File: config.mk
export PLATFORM = sky130hd
export DESIGN_NAME = cmos_line_pack_flat
export DESIGN_NICKNAME = d
export VERILOG_FILES = /design/src/rtl/cmos_line_pack_pkg.sv /design/src/rtl/cmos_line_pack_if.sv /design/src/rtl/cmos_edge_sync.sv /design/src/rtl/cmos_line_pack.sv /design/src/flat_wrapper.sv
export SDC_FILE = /design/constraint.sdc
export NUM_CORES = 1
export LEC_CHECK = 0
export CORE_MARGIN = 1.5
export CORE_UTILIZATION = 54
export CTS_CLUSTER_DIAMETER = 40
export CTS_CLUSTER_SIZE = 10
export DETAILED_ROUTE_END_ITERATION = 7
export MAX_ROUTING_LAYER = met4
export PLACE_DENSITY = 0.89
export SETUP_SLACK_MARGIN = 0.3
export SYNTH_ARGS = -nofsm -noshare
export SYNTH_HDL_FRONTEND = slang
export SYNTH_HIERARCHICAL = 1
export SYNTH_SLANG_ARGS = --single-unit
File: constraint.sdc
create_clock -name clk -period 5 [get_ports clk]
set_input_delay 0.75 -clock clk [delete_from_list [all_inputs] [get_ports clk]]
set_output_delay 0.75 -clock clk [all_outputs]
set_load 0.01 [all_outputs]
File: src/rtl/cmos_line_pack_pkg.sv
// Shared types and constants for the DVP line packer.
package cmos_line_pack_pkg;

  localparam int unsigned DEF_IMG_H     = 1280;
  localparam int unsigned DEF_IMG_V     = 720;
  localparam int unsigned BYTES_PER_PIX = 2;
  localparam int unsigned DATA_W        = 8;
  localparam int unsigned BYTE_CNT_W    = 12;
  localparam int unsigned LINE_CNT_W    = 11;
  localparam int unsigned GEOM_W        = 16;

  // One-hot capture states, same encoding style as the sender FSM.
  typedef enum logic [2:0] {
    WAIT_VS = 3'b001,
    ARM     = 3'b010,
    CAPTURE = 3'b100
  } cap_state_e;

endpackage

File: src/rtl/cmos_line_pack_if.sv
// Line-FIFO write bus plus line markers from the packer to the UDP line sender.
//   fifo_wr/fifo_wr_data : byte write strobe and data
//   fifo_clr             : one-cycle FIFO clear at frame start
//   href_end             : one-cycle pulse after the last byte of a line
//   if_first_href/if_last_href : line 0 / line IMG_V-1 flags
interface cmos_line_pack_if;
  import cmos_line_pack_pkg::*;

  logic              fifo_wr;
  logic [DATA_W-1:0] fifo_wr_data;
  logic              fifo_clr;
  logic              href_end;
  logic              if_first_href;
  logic              if_last_href;

  modport master (
    output fifo_wr, fifo_wr_data, fifo_clr, href_end, if_first_href, if_last_href
  );

  modport slave (
    input fifo_wr, fifo_wr_data, fifo_clr, href_end, if_first_href, if_last_href
  );
endinterface

File: src/rtl/cmos_edge_sync.sv
// DVP input registers and edge pulses.
//   vsync/href/data : raw sensor pins
//   data_d/href_d   : pins registered once
//   vs_active_c     : registered vsync is at its active level
//   vs_start_c      : first cycle of active vsync
//   href_rise_c/href_fall_c : registered href edges
module cmos_edge_sync
  import cmos_line_pack_pkg::*;
#(
  parameter bit VS_POL = 1'b1
) (
  input  logic              clk,
  input  logic              rst_n,
  input  logic              vsync,
  input  logic              href,
  input  logic [DATA_W-1:0] data,
  output logic [DATA_W-1:0] data_d,
  output logic              href_d,
  output logic              vs_active_c,
  output logic              vs_start_c,
  output logic              href_rise_c,
  output logic              href_fall_c
);

  logic vs_d;
  logic vs_dd;
  logic href_dd;

  // Vsync history resets to inactive so a held-inactive pin never fakes a start.
  always_ff @(posedge clk or negedge rst_n) begin
    if (!rst_n) begin
      vs_d    <= ~VS_POL;
      vs_dd   <= ~VS_POL;
      href_d  <= 1'b0;
      href_dd <= 1'b0;
      data_d  <= '0;
    end else begin
      vs_d    <= vsync;
      vs_dd   <= vs_d;
      href_d  <= href;
      href_dd <= href_d;
      data_d  <= data;
    end
  end

  assign vs_active_c = (vs_d == VS_POL);
  assign vs_start_c  = vs_active_c && (vs_dd != VS_POL);
  assign href_rise_c = href_d && !href_dd;
  assign href_fall_c = href_dd && !href_d;

endmodule

File: src/rtl/cmos_line_pack.sv
// Packs OV5640 DVP lines into the UDP sender's line FIFO.
//   clk/rst_n         : pixel clock, async active-low reset
//   cmos_vsync/href/data : sensor DVP bus
//   frame_en          : capture enable, sampled at frame start
//   fifo_if           : FIFO write bus and line markers (master side)
//   cmos_h/cmos_v     : header geometry constants
//   line_len_err      : sticky, a forwarded line had the wrong byte count
module cmos_line_pack
  import cmos_line_pack_pkg::*;
#(
  parameter int unsigned IMG_H  = DEF_IMG_H,
  parameter int unsigned IMG_V  = DEF_IMG_V,
  parameter bit          VS_POL = 1'b1
) (
  input  logic                clk,
  input  logic                rst_n,
  input  logic                cmos_vsync,
  input  logic                cmos_href,
  input  logic [DATA_W-1:0]   cmos_data,
  input  logic                frame_en,
  cmos_line_pack_if.master    fifo_if,
  output logic [GEOM_W-1:0]   cmos_h,
  output logic [GEOM_W-1:0]   cmos_v,
  output logic                line_len_err
);

  localparam logic [BYTE_CNT_W-1:0] LINE_BYTES = BYTE_CNT_W'(BYTES_PER_PIX * IMG_H);
  localparam logic [LINE_CNT_W-1:0] LAST_LINE  = LINE_CNT_W'(IMG_V - 1);

  logic [DATA_W-1:0]     data_d;
  logic                  href_d;
  logic                  vs_active_c;
  logic                  vs_start_c;
  logic                  href_rise_c;
  logic                  href_fall_c;

  cap_state_e            state_q, state_d;
  logic [BYTE_CNT_W-1:0] byte_cnt_q, byte_cnt_d, cnt_cur;
  logic [LINE_CNT_W-1:0] line_cnt_q, line_cnt_d;
  logic                  en_q;
  logic                  wr_d, end_d, err_d, first_d, last_d;

  cmos_edge_sync #(.VS_POL(VS_POL)) u_edge_sync (
    .clk         (clk),
    .rst_n       (rst_n),
    .vsync       (cmos_vsync),
    .href        (cmos_href),
    .data        (cmos_data),
    .data_d      (data_d),
    .href_d      (href_d),
    .vs_active_c (vs_active_c),
    .vs_start_c  (vs_start_c),
    .href_rise_c (href_rise_c),
    .href_fall_c (href_fall_c)
  );

  // State and counter registers.
  always_ff @(posedge clk or negedge rst_n) begin
    if (!rst_n) begin
      state_q    <= WAIT_VS;
      byte_cnt_q <= '0;
      line_cnt_q <= '0;
      en_q       <= 1'b0;
    end else begin
      state_q    <= state_d;
      byte_cnt_q <= byte_cnt_d;
      line_cnt_q <= line_cnt_d;
      if (vs_start_c) en_q <= frame_en;
    end
  end

  // Next state, counters and next output values.
  always_comb begin
    state_d    = state_q;
    line_cnt_d = line_cnt_q;
    byte_cnt_d = byte_cnt_q;
    wr_d       = 1'b0;
    end_d      = 1'b0;
    err_d      = line_len_err;
    first_d    = 1'b0;
    last_d     = 1'b0;

    // The rising-edge byte is counted from zero, so it sees count 0 itself.
    cnt_cur = href_rise_c ? '0 : byte_cnt_q;
    if (href_d) byte_cnt_d = (cnt_cur == '1) ? cnt_cur : cnt_cur + 1'b1;

    case (state_q)
      WAIT_VS: ;
      ARM: begin
        if (!vs_active_c) state_d = en_q ? CAPTURE : WAIT_VS;
      end
      CAPTURE: begin
        wr_d    = href_d && (cnt_cur < LINE_BYTES);
        first_d = (line_cnt_q == '0);
        last_d  = (line_cnt_q == LAST_LINE);
        if (href_fall_c) begin
          end_d = 1'b1;
          if (byte_cnt_q != LINE_BYTES) err_d = 1'b1;
          if (line_cnt_q == LAST_LINE) begin
            line_cnt_d = '0;
            state_d    = WAIT_VS;
          end else begin
            line_cnt_d = line_cnt_q + 1'b1;
          end
        end
      end
      default: state_d = WAIT_VS;
    endcase

    // Frame start overrides everything; a line cut by vsync is not reported.
    if (vs_start_c) begin
      state_d    = ARM;
      line_cnt_d = '0;
      wr_d       = 1'b0;
      end_d      = 1'b0;
      err_d      = line_len_err;
      first_d    = 1'b0;
      last_d     = 1'b0;
    end
  end

  // Registered outputs.
  always_ff @(posedge clk or negedge rst_n) begin
    if (!rst_n) begin
      fifo_if.fifo_wr       <= 1'b0;
      fifo_if.fifo_wr_data  <= '0;
      fifo_if.fifo_clr      <= 1'b0;
      fifo_if.href_end      <= 1'b0;
      fifo_if.if_first_href <= 1'b0;
      fifo_if.if_last_href  <= 1'b0;
      line_len_err          <= 1'b0;
      cmos_h                <= GEOM_W'(IMG_H);
      cmos_v                <= GEOM_W'(IMG_V);
    end else begin
      fifo_if.fifo_wr       <= wr_d;
      if (wr_d) fifo_if.fifo_wr_data <= data_d;
      fifo_if.fifo_clr      <= vs_start_c;
      fifo_if.href_end      <= end_d;
      fifo_if.if_first_href <= first_d;
      fifo_if.if_last_href  <= last_d;
      line_len_err          <= err_d;
      cmos_h                <= GEOM_W'(IMG_H);
      cmos_v                <= GEOM_W'(IMG_V);
    end
  end

endmodule

File: src/flat_wrapper.sv
// flat-port wrapper written by rule: the top's interface ports become plain ports
module cmos_line_pack_flat import cmos_line_pack_pkg::*;
#(
  parameter int unsigned IMG_H  = DEF_IMG_H,
  parameter int unsigned IMG_V  = DEF_IMG_V,
  parameter bit          VS_POL = 1'b1
)
  (clk, rst_n, cmos_vsync, cmos_href, cmos_data, frame_en, cmos_h, cmos_v, line_len_err, fifo_if_fifo_wr, fifo_if_fifo_wr_data, fifo_if_fifo_clr, fifo_if_href_end, fifo_if_if_first_href, fifo_if_if_last_href);
  cmos_line_pack_if fifo_if_i ();
  input  logic clk;
  input  logic rst_n;
  input  logic cmos_vsync;
  input  logic cmos_href;
  input  logic [DATA_W-1:0] cmos_data;
  input  logic frame_en;
  output logic [GEOM_W-1:0] cmos_h;
  output logic [GEOM_W-1:0] cmos_v;
  output logic line_len_err;
  output wire logic [$bits(fifo_if_i.fifo_wr)-1:0] fifo_if_fifo_wr;
  output wire logic [$bits(fifo_if_i.fifo_wr_data)-1:0] fifo_if_fifo_wr_data;
  output wire logic [$bits(fifo_if_i.fifo_clr)-1:0] fifo_if_fifo_clr;
  output wire logic [$bits(fifo_if_i.href_end)-1:0] fifo_if_href_end;
  output wire logic [$bits(fifo_if_i.if_first_href)-1:0] fifo_if_if_first_href;
  output wire logic [$bits(fifo_if_i.if_last_href)-1:0] fifo_if_if_last_href;
  assign fifo_if_fifo_wr = fifo_if_i.fifo_wr;
  assign fifo_if_fifo_wr_data = fifo_if_i.fifo_wr_data;
  assign fifo_if_fifo_clr = fifo_if_i.fifo_clr;
  assign fifo_if_href_end = fifo_if_i.href_end;
  assign fifo_if_if_first_href = fifo_if_i.if_first_href;
  assign fifo_if_if_last_href = fifo_if_i.if_last_href;
  cmos_line_pack #(.IMG_H(IMG_H), .IMG_V(IMG_V), .VS_POL(VS_POL)) u_core (.clk(clk), .rst_n(rst_n), .cmos_vsync(cmos_vsync), .cmos_href(cmos_href), .cmos_data(cmos_data), .frame_en(frame_en), .fifo_if(fifo_if_i), .cmos_h(cmos_h), .cmos_v(cmos_v), .line_len_err(line_len_err));
endmodule
==> results.md <==
- CTS Hold Bufs: 0
- Critical path's top delay family: simple AND/OR/NAND/NOR gates
- Hold WC Path Type: reg2reg
- Final antenna-violating net count: 0
- Via count: 1761
- CTS sink cnt: 53
- Reg-to-reg slack, setup: 2260 ps
- WL final: 4630 um
- Synth area leaders: dfrtp_1, buf_4, mux2_2, nand2_1, nand4_1
- Syn Area/Cell: 11.2 um^2
- Cell area after synthesis: 2680 um^2
- CP Capture Point: u_core/byte_cnt_q[1]
- HPWL after DPL: 3260 um
- Final hold slack: 440 ps
- Vias in the first global route: 1693
- Clock transition at path regs: 100 ps
- Maximum clock path buffer count: 2
- Status: complete, no violations
- Layout cell share with drive strength beyond 1: 14.8%
- Die height: 73.4 um
- Number of buffers created by CTS: 5
- Core outline area: 4750 um^2
- Number of synthesized flops with an enable pin: 0
- Post-CTS Repair Setup Buffers: 0
- DIE AREA: 5390 um^2
- Yosys reg bits: 53
- Mapped Cells: 239
- Root Driver: clkbuf_8
- Asr flop ratio synth: 100%
- Clock power share: 27.6%
- Pwr dens: 300 nW/um^2
- Total Negative Setup Slacks: 0 ps
- Largest net degree at the start of global routing: 54
- Crit path cell chain: and2b_2 -> nor2b_1 -> ha_1 -> nand4b_1 -> o31ai_4 -> mux2_1
- DR WL/cell: 14.0 um
- Switch share: 28.5%
- Starting Density: 56.3%
- I/O pin count: 59
- CTS tree: yes
- Leakage: 1.30 nW
- CTS H-Tree Depth: 2
- Detailed Routing Iterations Pass 1: 4
- Unrepaired setup endpoints after global routing: no
- First-pass GRT wire length: 7570 um
- Worst R2R Start: u_core/u_edge_sync/href_d
- Sequential Power Share: 57.9%
- Relative slew slack: 41.1%
- IO Port Bufs: 26
- P_sw: 253 uW
- Finished Layout Cells: 331
- Clock Skews: 7.24 ps
- Slowest CP cell: dfrtp_1
- Post-route DRC: 0
- Routability cong.: 0.841
- Via density: 5.32
- # nets final: 279
- CP peak stage delay: 670 ps
- Leading cell type in the layout, fill and taps excluded: dfrtp_1
- Crit path depth: 6
- Max Slew Vio Count: 0
- Yosys cell types: 62
- Commonest non-fill, non-tap cells in the layout: dfrtp_1, conb_1, clkdlybuf4s50_1, nand2_1, nor2_1
- MaxCap Viol Count: 0
- Total gr overflow: 0
- Internal power: 632 uW
- Worst Reg-to-Reg Cells: 6
- Final Critical Period: 2740 ps
- Setup crit start: u_core/u_edge_sync/href_d
- Fmax: 0.365 GHz
- Clk_lat worst skew: 300 ps
- Worst setup EP type: flop
- CTS resizes: 0
- CP required: 5190 ps
- Rows: 25
- Tightest Pin Transition: 881 ps
- Worst EP arrival: 2930 ps
- Crit path buf inv count: 0
- Post-synth top area share: 48.6%
- # diodes: 0
- Initial antenna violation count: 0
- Worst Path Class, Setup: reg2reg
- Crit start category: flop
- Area delta synth->final: 10.0%
- GRT Overall Usage: 18.8%
- Post-synthesis sequential area ratio: 49.6%
- Die width: 73.4 um
- First DRT Iteration DRCs: 66
- Maximum vdd drop: 187 uV
- CP Max Fanout: 21
- Placed Cells incl. Taps: 323
- Post-synth top area cell: dfrtp_1
- Post-synth top flop: dfrtp_1
- Synth Warn #: 6
- Final Setup Violations: 0
- Logic pwr share: 14.5%
- Final worst-path cycle share: 54.8%
- R2R Path End: u_core/byte_cnt_q[1]
- Fillers: 402
- Final hold viol count: 0
==> synth_stat cells, drive strengths merged, types with 4 or more instances <==
master	number
a21oi	5
and4	5
buf	36
clkbuf	4
dfrtp	52
inv	7
mux2	10
nand2	18
nand3	4
nand4	9
nor2	12
nor2b	4
o21ai	7
xor2	6
==> sequential cells by signal (all words and copies together) (netlist names), 3 cells and up <==
register and cells:
u_core/state_q 3, u_core/byte_cnt_q 12, u_core/line_cnt_q 11, u_core/fifo_if.fifo_wr_data 8, u_core/u_edge_sync/data_d 8
==> power by group through the flow <==
stage / registers [mW] / logic, mW / clock network (mW)
final: 0.513 / 0.128 / 0.244
after CTS: 0.511 / 0.130 / 0.251
after detailed placement: 0.519 / 0.130 / 0
after floorplan: 0.508 / 0.103 / 0
after global routing: 0.521 / 0.145 / 0.272
after global placement: 0.518 / 0.124 / 0
==> worst min-delay path by stage <==
stage / from / end / slack (ps) / cells after the start
after floorplan: u_core/u_edge_sync/href_d / u_core/u_edge_sync/href_dd / 390 / 0
after global placement: u_core/u_edge_sync/vs_active_c / u_core/u_edge_sync/vs_dd / 400 / 0
after detailed placement: u_core/u_edge_sync/vs_active_c / u_core/u_edge_sync/vs_dd / 420 / 0
after CTS: u_core/u_edge_sync/vs_active_c / u_core/u_edge_sync/vs_dd / 450 / 0
after global routing: u_core/u_edge_sync/vs_active_c / u_core/u_edge_sync/vs_dd / 480 / 0
final: u_core/u_edge_sync/vs_active_c / u_core/u_edge_sync/vs_dd / 440 / 0
==> cell families (layout without fill, tap and decap cells) <==
logic type / count (synthesis) / count (layout) / synth area share, %
AOI/OAI and AO/OA: 39 / 39 / 12.3
xor gates and xnor gates: 7 / 7 / 2.29
adders and majority gates: 3 / 3 / 1.40
buffers and inverters: 47 / 42 / 11.6
DFF: 53 / 53 / 49.6
muxes: 10 / 10 / 4.20
other: 2 / 32 / 0.280
and+or+nand+nor: 78 / 78 / 18.4
==> cell type report <==
| type | instances | area [um^2] | share of cell area, % |
|---|---|---|---|
| clock buffer | 5 | 68.8 | 2.34 |
| tap | 67 | 83.8 | 2.85 |
| inverter | 7 | 26.3 | 0.892 |
| sequential | 53 | 1330 | 45.1 |
| timing repair buffer | 27 | 263 | 8.92 |
| multi-input combinational | 169 | 1150 | 39.1 |
| clock inverter | 3 | 25.0 | 0.849 |
==> worst reg2reg max path: cells and delay by family, from the launching register on <==
family                     cells  cell delay [ps]
AOI/OAI and AO/OA              1              450
adders and majority gates      1              270
DFF                            1              670
muxes                          1              360
and+or+nand+nor                3              870
==> stage by stage <==
step	cell area [um^2]	util [%]	worst slack, ps	total power [mW]
after global placement	2850	60.0	2470	0.642
after detailed placement	2850	60.0	2340	0.649
final	2950	62.0	2260	0.885
after floorplan	2790	-	2870	0.611
after global routing	2950	62.0	2060	0.938
after CTS	2950	62.0	2300	0.892
==> per-layer routing <==
metal / GRT usage (%) / routed length (um) / vias to the layer above
met5: - / 0 / -
met4: 7.20 / 35 / 0
met3: 3.29 / 179 / 4
met1: 22.5 / 1950 / 864
li1: - / - / 844
met2: 31.7 / 2460 / 49
Power figures use the tool's default switching activity.
